### config.mk
export PLATFORM = sky130hd
export DESIGN_NAME = draw_frame_manager
export DESIGN_NICKNAME = d
export VERILOG_FILES = /design/src/rtl/draw_pkg.sv /design/src/rtl/draw_pixel_stage.sv /design/src/rtl/draw_frame_manager.sv
export SDC_FILE = /design/constraint.sdc
export NUM_CORES = 1
export LEC_CHECK = 0
export BUFFER_PORTS_ARGS = -buffer_cell sky130_fd_sc_hd__buf_4
export CAP_MARGIN = 20
export CORE_ASPECT_RATIO = 0.8
export CORE_MARGIN = 2
export CORE_UTILIZATION = 53
export CTS_CLUSTER_DIAMETER = 200
export CTS_CLUSTER_SIZE = 8
export DETAILED_ROUTE_END_ITERATION = 12
export PLACE_DENSITY_LB_ADDON = 0.05
export SLEW_MARGIN = 20
export SYNTH_ARGS = -nofsm -noshare
export SYNTH_HDL_FRONTEND = slang
export SYNTH_SLANG_ARGS = --single-unit
### constraint.sdc
create_clock -name clk -period 5.2 [get_ports clk]
set_input_delay 0.78 -clock clk [delete_from_list [all_inputs] [get_ports clk]]
set_output_delay 0.78 -clock clk [all_outputs]
set_load 0.03 [all_outputs]
### src/rtl/draw_pkg.sv
// draw_pkg: shared state encoding, native framebuffer geometry and draw-source IDs
package draw_pkg;
  typedef enum logic [2:0] {
    IDLE,
    CLEAR,
    SERVE_WAIT,
    SERVE_ACTIVE,
    NEXT,
    SWAP
  } dm_state_t;
  localparam int NATIVE_DRAW_WIDTH  = 640;
  localparam int NATIVE_DRAW_HEIGHT = 480;
  localparam int FB_ADDR_W          = $clog2(NATIVE_DRAW_WIDTH * NATIVE_DRAW_HEIGHT);
  localparam int STARFIELD_ID       = 0;
  localparam int SPRITE_ID          = 1;
  localparam int HUD_ID             = 2;
  localparam int DEBUG_ID           = 3;
endpackage

### src/rtl/draw_pixel_stage.sv
// draw_pixel_stage: bounds check, linear address and output register for accepted pixels
module draw_pixel_stage
  import draw_pkg::*;
#(
  parameter int COLOR_DEPTH = 9,
  parameter int DRAW_WIDTH  = NATIVE_DRAW_WIDTH,
  parameter int DRAW_HEIGHT = NATIVE_DRAW_HEIGHT,
  parameter int AW          = FB_ADDR_W
) (
  input  logic                   clk,
  input  logic                   reset,
  input  logic                   valid_i,
  input  logic                   transparent_i,
  input  logic [COLOR_DEPTH-1:0] color_i,
  input  logic signed [31:0]     x_i,
  input  logic signed [31:0]     y_i,
  output logic                   we_o,
  output logic [AW-1:0]          addr_o,
  output logic [COLOR_DEPTH-1:0] data_o
);
  localparam logic [31:0] W = 32'(DRAW_WIDTH);
  logic [31:0] y_w;
  logic        we_d;
  logic [AW-1:0] addr_d;
  // y*DRAW_WIDTH as a sum of shifted copies of y, one per set bit of the width
  always_comb begin
    y_w = '0;
    for (int k = 0; k < 32; k++) y_w = W[k] ? y_w + (y_i << k) : y_w;
    we_d = valid_i && !transparent_i && x_i >= 0 && x_i < DRAW_WIDTH && y_i >= 0 && y_i < DRAW_HEIGHT;
    addr_d = AW'(y_w + x_i);
  end
  always_ff @(posedge clk) begin
    if (reset) begin
      we_o   <= 1'b0;
      addr_o <= '0;
      data_o <= '0;
    end else begin
      we_o   <= we_d;
      addr_o <= addr_d;
      data_o <= color_i;
    end
  end
endmodule

### src/rtl/draw_frame_manager.sv
// draw_frame_manager: per-frame clear, round-robin source grants and front/back buffer swap
module draw_frame_manager
  import draw_pkg::*;
#(
  parameter int                   NUM_SOURCES  = 4,
  parameter int                   COLOR_DEPTH  = 9,
  parameter int                   DRAW_WIDTH   = NATIVE_DRAW_WIDTH,
  parameter int                   DRAW_HEIGHT  = NATIVE_DRAW_HEIGHT,
  parameter logic [COLOR_DEPTH-1:0] BG_COLOR   = '0,
  parameter bit                   CLEAR_EN     = 1'b1,
  parameter int                   WAIT_TIMEOUT = 1024,
  localparam int SEL_W = NUM_SOURCES > 1 ? $clog2(NUM_SOURCES) : 1,
  localparam int AW    = $clog2(DRAW_WIDTH * DRAW_HEIGHT)
) (
  input  logic                   clk,
  input  logic                   reset,
  input  logic                   frame,
  output logic [SEL_W-1:0]       write_source_sel,
  output logic                   write_awaited,
  input  logic                   write_active,
  input  logic [COLOR_DEPTH-1:0] write_color_data,
  input  logic                   write_transparent,
  input  logic signed [31:0]     write_x_addr,
  input  logic signed [31:0]     write_y_addr,
  output logic                   fb_we,
  output logic [AW-1:0]          fb_addr,
  output logic [COLOR_DEPTH-1:0] fb_data,
  output logic                   fb_back_sel,
  output logic                   frame_done,
  output logic                   frame_overrun,
  output logic                   source_timeout
);
  localparam int WTW = $clog2(WAIT_TIMEOUT) + 1;
  localparam dm_state_t START = CLEAR_EN ? CLEAR : SERVE_WAIT;
  dm_state_t        state_q, state_d;
  logic [SEL_W-1:0] src_q, src_d;
  logic [AW-1:0]    clr_q, clr_d;
  logic [WTW-1:0]   wait_q, wait_d;
  logic pend_q, pend_d, back_q, back_d, done_q, done_d, ovr_q, ovr_d, to_q, to_d;
  logic pix_we;
  logic [AW-1:0] pix_addr;
  logic [COLOR_DEPTH-1:0] pix_data;
  logic clearing;
  assign clearing         = state_q == CLEAR;
  assign write_awaited    = state_q == SERVE_WAIT || state_q == SERVE_ACTIVE;
  assign write_source_sel = src_q;
  assign fb_we            = clearing || pix_we;
  assign fb_addr          = clearing ? clr_q : pix_addr;
  assign fb_data          = clearing ? BG_COLOR : pix_data;
  assign fb_back_sel      = back_q;
  assign frame_done       = done_q;
  assign frame_overrun    = ovr_q;
  assign source_timeout   = to_q;
  draw_pixel_stage #(
    .COLOR_DEPTH(COLOR_DEPTH),
    .DRAW_WIDTH (DRAW_WIDTH),
    .DRAW_HEIGHT(DRAW_HEIGHT),
    .AW         (AW)
  ) u_pix (
    .clk          (clk),
    .reset        (reset),
    .valid_i      (write_awaited && write_active),
    .transparent_i(write_transparent),
    .color_i      (write_color_data),
    .x_i          (write_x_addr),
    .y_i          (write_y_addr),
    .we_o         (pix_we),
    .addr_o       (pix_addr),
    .data_o       (pix_data)
  );
  always_comb begin
    state_d = state_q;
    src_d   = src_q;
    clr_d   = clr_q;
    wait_d  = '0;
    ovr_d   = frame && state_q != IDLE;
    pend_d  = pend_q || ovr_d;
    back_d  = back_q;
    done_d  = 1'b0;
    to_d    = 1'b0;
    case (state_q)
      IDLE: state_d = frame ? START : IDLE;
      CLEAR: begin
        clr_d   = clr_q == AW'(DRAW_WIDTH * DRAW_HEIGHT - 1) ? '0 : clr_q + 1'b1;
        state_d = clr_q == AW'(DRAW_WIDTH * DRAW_HEIGHT - 1) ? SERVE_WAIT : CLEAR;
      end
      SERVE_WAIT: begin
        to_d    = !write_active && wait_q == WTW'(WAIT_TIMEOUT - 1);
        state_d = write_active ? SERVE_ACTIVE : to_d ? NEXT : SERVE_WAIT;
        wait_d  = write_active || to_d ? '0 : wait_q + 1'b1;
      end
      SERVE_ACTIVE: state_d = write_active ? SERVE_ACTIVE : NEXT;
      NEXT: begin
        state_d = src_q == SEL_W'(NUM_SOURCES - 1) ? SWAP : SERVE_WAIT;
        src_d   = src_q == SEL_W'(NUM_SOURCES - 1) ? src_q : src_q + 1'b1;
      end
      SWAP: if (!pix_we) begin
        back_d  = !back_q;
        done_d  = 1'b1;
        state_d = pend_d ? START : IDLE;
        pend_d  = 1'b0;
        src_d   = '0;
      end
      default: state_d = IDLE;
    endcase
  end
  always_ff @(posedge clk) begin
    if (reset) begin
      state_q <= IDLE;
      src_q   <= '0;
      clr_q   <= '0;
      wait_q  <= '0;
      pend_q  <= 1'b0;
      back_q  <= 1'b0;
      done_q  <= 1'b0;
      ovr_q   <= 1'b0;
      to_q    <= 1'b0;
    end else begin
      state_q <= state_d;
      src_q   <= src_d;
      clr_q   <= clr_d;
      wait_q  <= wait_d;
      pend_q  <= pend_d;
      back_q  <= back_d;
      done_q  <= done_d;
      ovr_q   <= ovr_d;
      to_q    <= to_d;
    end
  end
endmodule

==> PnR_summary.wiki <==
{| class="wikitable"
! Metric !! Value
|-
| Outcome || finished, final reports clean
|-
| Detailed Route Iter0 Violations || 105
|-
| Total DRC errors in the routed layout || 0
|-
| Synthesized netlist net count || 529
|-
| Final setup viols || 0
|-
| Min-Delay Endpoint || wait_q[10]
|-
| Number of pins exceeding their max-slew limit in the final report || 0
|-
| Leakage dissipation || about 2.1 nW
|-
| Number of gates resized after cts || 0
|-
| Power per Cell Area || approximately 270 nW/um^2
|-
| Beginning of the worst register-to-register path || state_q[0]
|-
| Achievable Freq || 328 MHz
|-
| Height of the die || approximately 80 um
|-
| Share of synthesized area occupied by flip-flops and latches || 0.383
|-
| Detailed Route WL || 8.28 mm
|-
| Post-synth top flop || sky130_fd_sc_hd__dfxtp_1
|-
| Area delta synth->final || 29.5%
|-
| Placeable Area || 6470 sq um
|-
| Worst hold path cell count || 2
|-
| Number of cells traversed by the worst register-to-register path || 5
|-
| Area post-placement || 4500 sq um
|-
| Post-synthesis instance area || 3610 sq um
|-
| Post-CTS Repair Setup Buffers || 0
|-
| Effective utilization at floorplan || 0.558
|-
| Worst r2r dst || clr_q[16]
|-
| Layout Skew || about 10 ps
|-
| Worst vdd rail ir drop || 0.162 mV
|-
| Critical setup path kind || flop to output port
|-
| Minimum clock period after layout || 3050 ps
|-
| TritonCTS Buffers || 9
|-
| First-pass GRT wire length || 14.3 mm
|-
| Distinct cell type count after synthesis || 46
|-
| Number of port buffers || 113
|-
| Post-route standard cell area excluding fillers || between 4000 and 5000 sq um
|-
| Global route overflow || 0
|-
| H-tree levels || 3
|-
| Number of global-route vias before repair || about 3,200
|-
| Clk Latency, worst-skew pair || 340 ps
|-
| Layout Nets || 638
|-
| Ratio of cells with drive above 1 in the final layout || 0.247
|-
| Arrival @ worst endpoint || 2270 ps
|-
| GPL Wtd Cong || just over 0.8
|-
| Number of filler instances in the final layout || 519
|-
| Post-synth ARST share || 0
|-
| CTS tree || built
|-
| Maximum Capacitance Violations || 0
|-
| Die Span X || 96.3 um
|-
| Per-cell via count in the routed design || 5.14
|-
| Routed vias || between 3,000 and 4,000
|-
| Slew at the pin closest to its max-slew limit || 1050 ps
|-
| Count of hold-fix buffers inserted at cts || 0
|-
| Share of the clock period used by the worst path after layout || 0.586
|-
| Gate Count Post-Synth || 426
|-
| Number of synthesized register bits || 69
|-
| Required time at the worst-slack endpoint || 4420 ps
|-
| Final hold vios || 0
|-
| Class of the worst hold path || flop to flop
|-
| Initial antenna violation count || 0
|-
| Clock-pin slew on the worst setup and hold paths || 80 ps
|-
| Clk Tree Root Cell || sky130_fd_sc_hd__clkbuf_8
|-
| Post-layout utilization of the core || 0.722
|-
| Critical path startpoint category || flop
|-
| Largest net degree at the start of global routing || 44
|-
| Average wire length per cell after detail routing || ~13 um
|-
| Endpoint kind of the worst setup timing path || output port
|-
| Count of nets left with antenna violations after detail routing || 0
|-
| Setup repair after global routing missed its margin || false
|-
| Number of enable flip-flop cells after synthesis || 0
|-
| Count of placed standard cells including taps || about 610
|-
| Worst slew margin relative to its limit || 0.297
|-
| Total GRT Usage || 0.240
|-
| Number of antenna cells inserted || 0
|-
| Worst Min Path Start || wait_q[10]
|-
| # IOs || 114
|-
| Estimated wirelength of the detail-placed design || 6.28 mm
|-
| TNS Setup || 0 ps
|-
| Area enclosed by the die boundary || 7490 sq um
|-
| Number of warnings issued by yosys || 0
|-
| Non-filler instance count after layout || 623
|-
| Synthesized area per cell || 8.48 sq um
|-
| Clk sinks || just under 70
|-
| Reg2Reg Setup Slack || 2690 ps
|-
| Top fanout value on the critical path || 32
|-
| Maximum buffer depth of the clock tree || 2
|-
| Placement Rows || 26
|-
| 1st-pass router iterations || 4
|}
## metrics by stage
step	setup WS (ps)	power (W)	hold slack (ps)
final	2150	0.00128	449
after CTS	2130	0.00129	451
after floorplan	2250	0.000786	412
after global routing	2000	0.00135	481
after global placement	2040	0.000903	429
after detailed placement	1980	0.000909	434
## power breakdown
part | switching [W] | internal, W
logic | 0.000181 | 0.000149
registers | 0.00000965 | 0.000558
clock network | 0.000199 | 0.000184
## cell usage in the layout, fill, tap and decap left out, drive strengths merged, types with 6 or more instances in the layout
| cell | count |
|---|---|
| xor2 | 19 |
| dfxtp | 69 |
| and2 | 11 |
| a21oi | 10 |
| clkbuf | 10 |
| nor2 | 55 |
| xnor2 | 17 |
| nand3 | 16 |
| and3 | 6 |
| nand2 | 68 |
| nor2b | 22 |
| buf | 114 |
| nand4 | 10 |
| nor3 | 11 |
| fa | 10 |
| inv | 8 |
| ha | 15 |
| nor4 | 14 |
## worst max path at each step
stage,startpoint,endpoint,slack (ps)
2_1_floorplan,write_x_addr[9],u_pix.addr_o[18],2250
3_3_place_gp,write_x_addr[9],u_pix.addr_o[18],2040
6_report,state_q[0],fb_addr[14],2150
4_1_cts,state_q[0],fb_addr[14],2130
3_5_place_dp,write_x_addr[9],u_pix.addr_o[18],1980
5_1_grt,state_q[0],fb_addr[14],2000
## state kept, by name, indices dropped and copies added, names as in the netlist
register / flops
write_source_sel: 2
u_pix.addr_o: 19
wait_q: 11
u_pix.we_o: 1
u_pix.data_o: 9
state_q: 3
clr_q: 19
frame_overrun: 1
pend_q: 1
fb_back_sel: 1
source_timeout: 1
frame_done: 1
## logic make-up (layout without fill, tap and decap cells)
| kind of cell | count (synthesis) | after routing | share of synthesized area |
|---|---|---|---|
| and+or+nand+nor | 232 | 232 | 0.320 |
| DFF | 69 | 69 | 0.383 |
| AOI/OAI and AO/OA | 39 | 39 | 0.0721 |
| xor gates and xnor gates | 36 | 36 | 0.0873 |
| adders and majority gates | 25 | 25 | 0.107 |
| buffers and inverters | 24 | 137 | 0.0277 |
| muxes | 1 | 1 | 0.00312 |
## per-layer routing
| metal | wire [um] | track usage | up-vias | share of wire |
|---|---|---|---|---|
| met1 | 3780 | 0.317 | 1451 | 0.46 |
| li1 | - | - | 1659 | - |
| met3 | 529 | 0.0650 | 6 | 0.064 |
| met5 | 0 | 0 | - | 0 |
| met4 | 52 | 0.0786 | 0 | 0.0063 |
| met2 | 3910 | 0.376 | 89 | 0.47 |
## final cells by class
| type | count | area [sq um] | area share |
|---|---|---|---|
| Sequential cell | 69 | 1380 | 0.295 |
| Clock inverter | 5 | 37.5 | 0.00803 |
| Inverter | 8 | 30.0 | 0.00642 |
| Tap cell | 84 | 105 | 0.0225 |
| Clock buffer | 10 | 138 | 0.0294 |
| Multi-Input combinational cell | 333 | 2130 | 0.455 |
| Timing Repair Buffer | 114 | 856 | 0.183 |
## cells in the mapped netlist (2+ instances only)
master | number | area (sq um)
sky130_fd_sc_hd__a21oi_1 | 10 | 50.1
sky130_fd_sc_hd__and3_1 | 6 | 37.5
sky130_fd_sc_hd__nor3_1 | 11 | 55.1
sky130_fd_sc_hd__o21ai_1 | 2 | 10.0
sky130_fd_sc_hd__and2_1 | 11 | 68.8
sky130_fd_sc_hd__inv_1 | 8 | 30.0
sky130_fd_sc_hd__buf_2 | 2 | 10.0
sky130_fd_sc_hd__nand2b_1 | 5 | 31.3
sky130_fd_sc_hd__a211oi_1 | 4 | 30.0
sky130_fd_sc_hd__o21bai_1 | 2 | 15.0
sky130_fd_sc_hd__fa_1 | 10 | 200
sky130_fd_sc_hd__xnor2_1 | 17 | 149
sky130_fd_sc_hd__nor2b_1 | 22 | 138
sky130_fd_sc_hd__nand3_1 | 16 | 80.1
sky130_fd_sc_hd__a31oi_1 | 3 | 18.8
sky130_fd_sc_hd__xor2_1 | 19 | 166
sky130_fd_sc_hd__and4_1 | 3 | 26.3
sky130_fd_sc_hd__nand4_1 | 10 | 62.6
sky130_fd_sc_hd__dfxtp_1 | 69 | 1380
sky130_fd_sc_hd__o21a_1 | 2 | 15.0
sky130_fd_sc_hd__nand2_1 | 68 | 255
sky130_fd_sc_hd__nor2_1 | 55 | 206
sky130_fd_sc_hd__a2bb2oi_1 | 2 | 17.5
sky130_fd_sc_hd__a221oi_1 | 2 | 17.5
sky130_fd_sc_hd__ha_1 | 15 | 188
sky130_fd_sc_hd__a21o_1 | 5 | 37.5
sky130_fd_sc_hd__o21ai_0 | 3 | 15.0
sky130_fd_sc_hd__clkbuf_1 | 13 | 48.8
sky130_fd_sc_hd__nor4b_1 | 2 | 17.5
sky130_fd_sc_hd__nor4_1 | 13 | 81.3
## worst max-delay path: stages (launching register included)
cell and delay, ps:
sky130_fd_sc_hd__dfxtp_1 550, sky130_fd_sc_hd__or3b_1 820, sky130_fd_sc_hd__o21ai_1 340, sky130_fd_sc_hd__buf_4 200
Power figures use the tool's default switching activity.
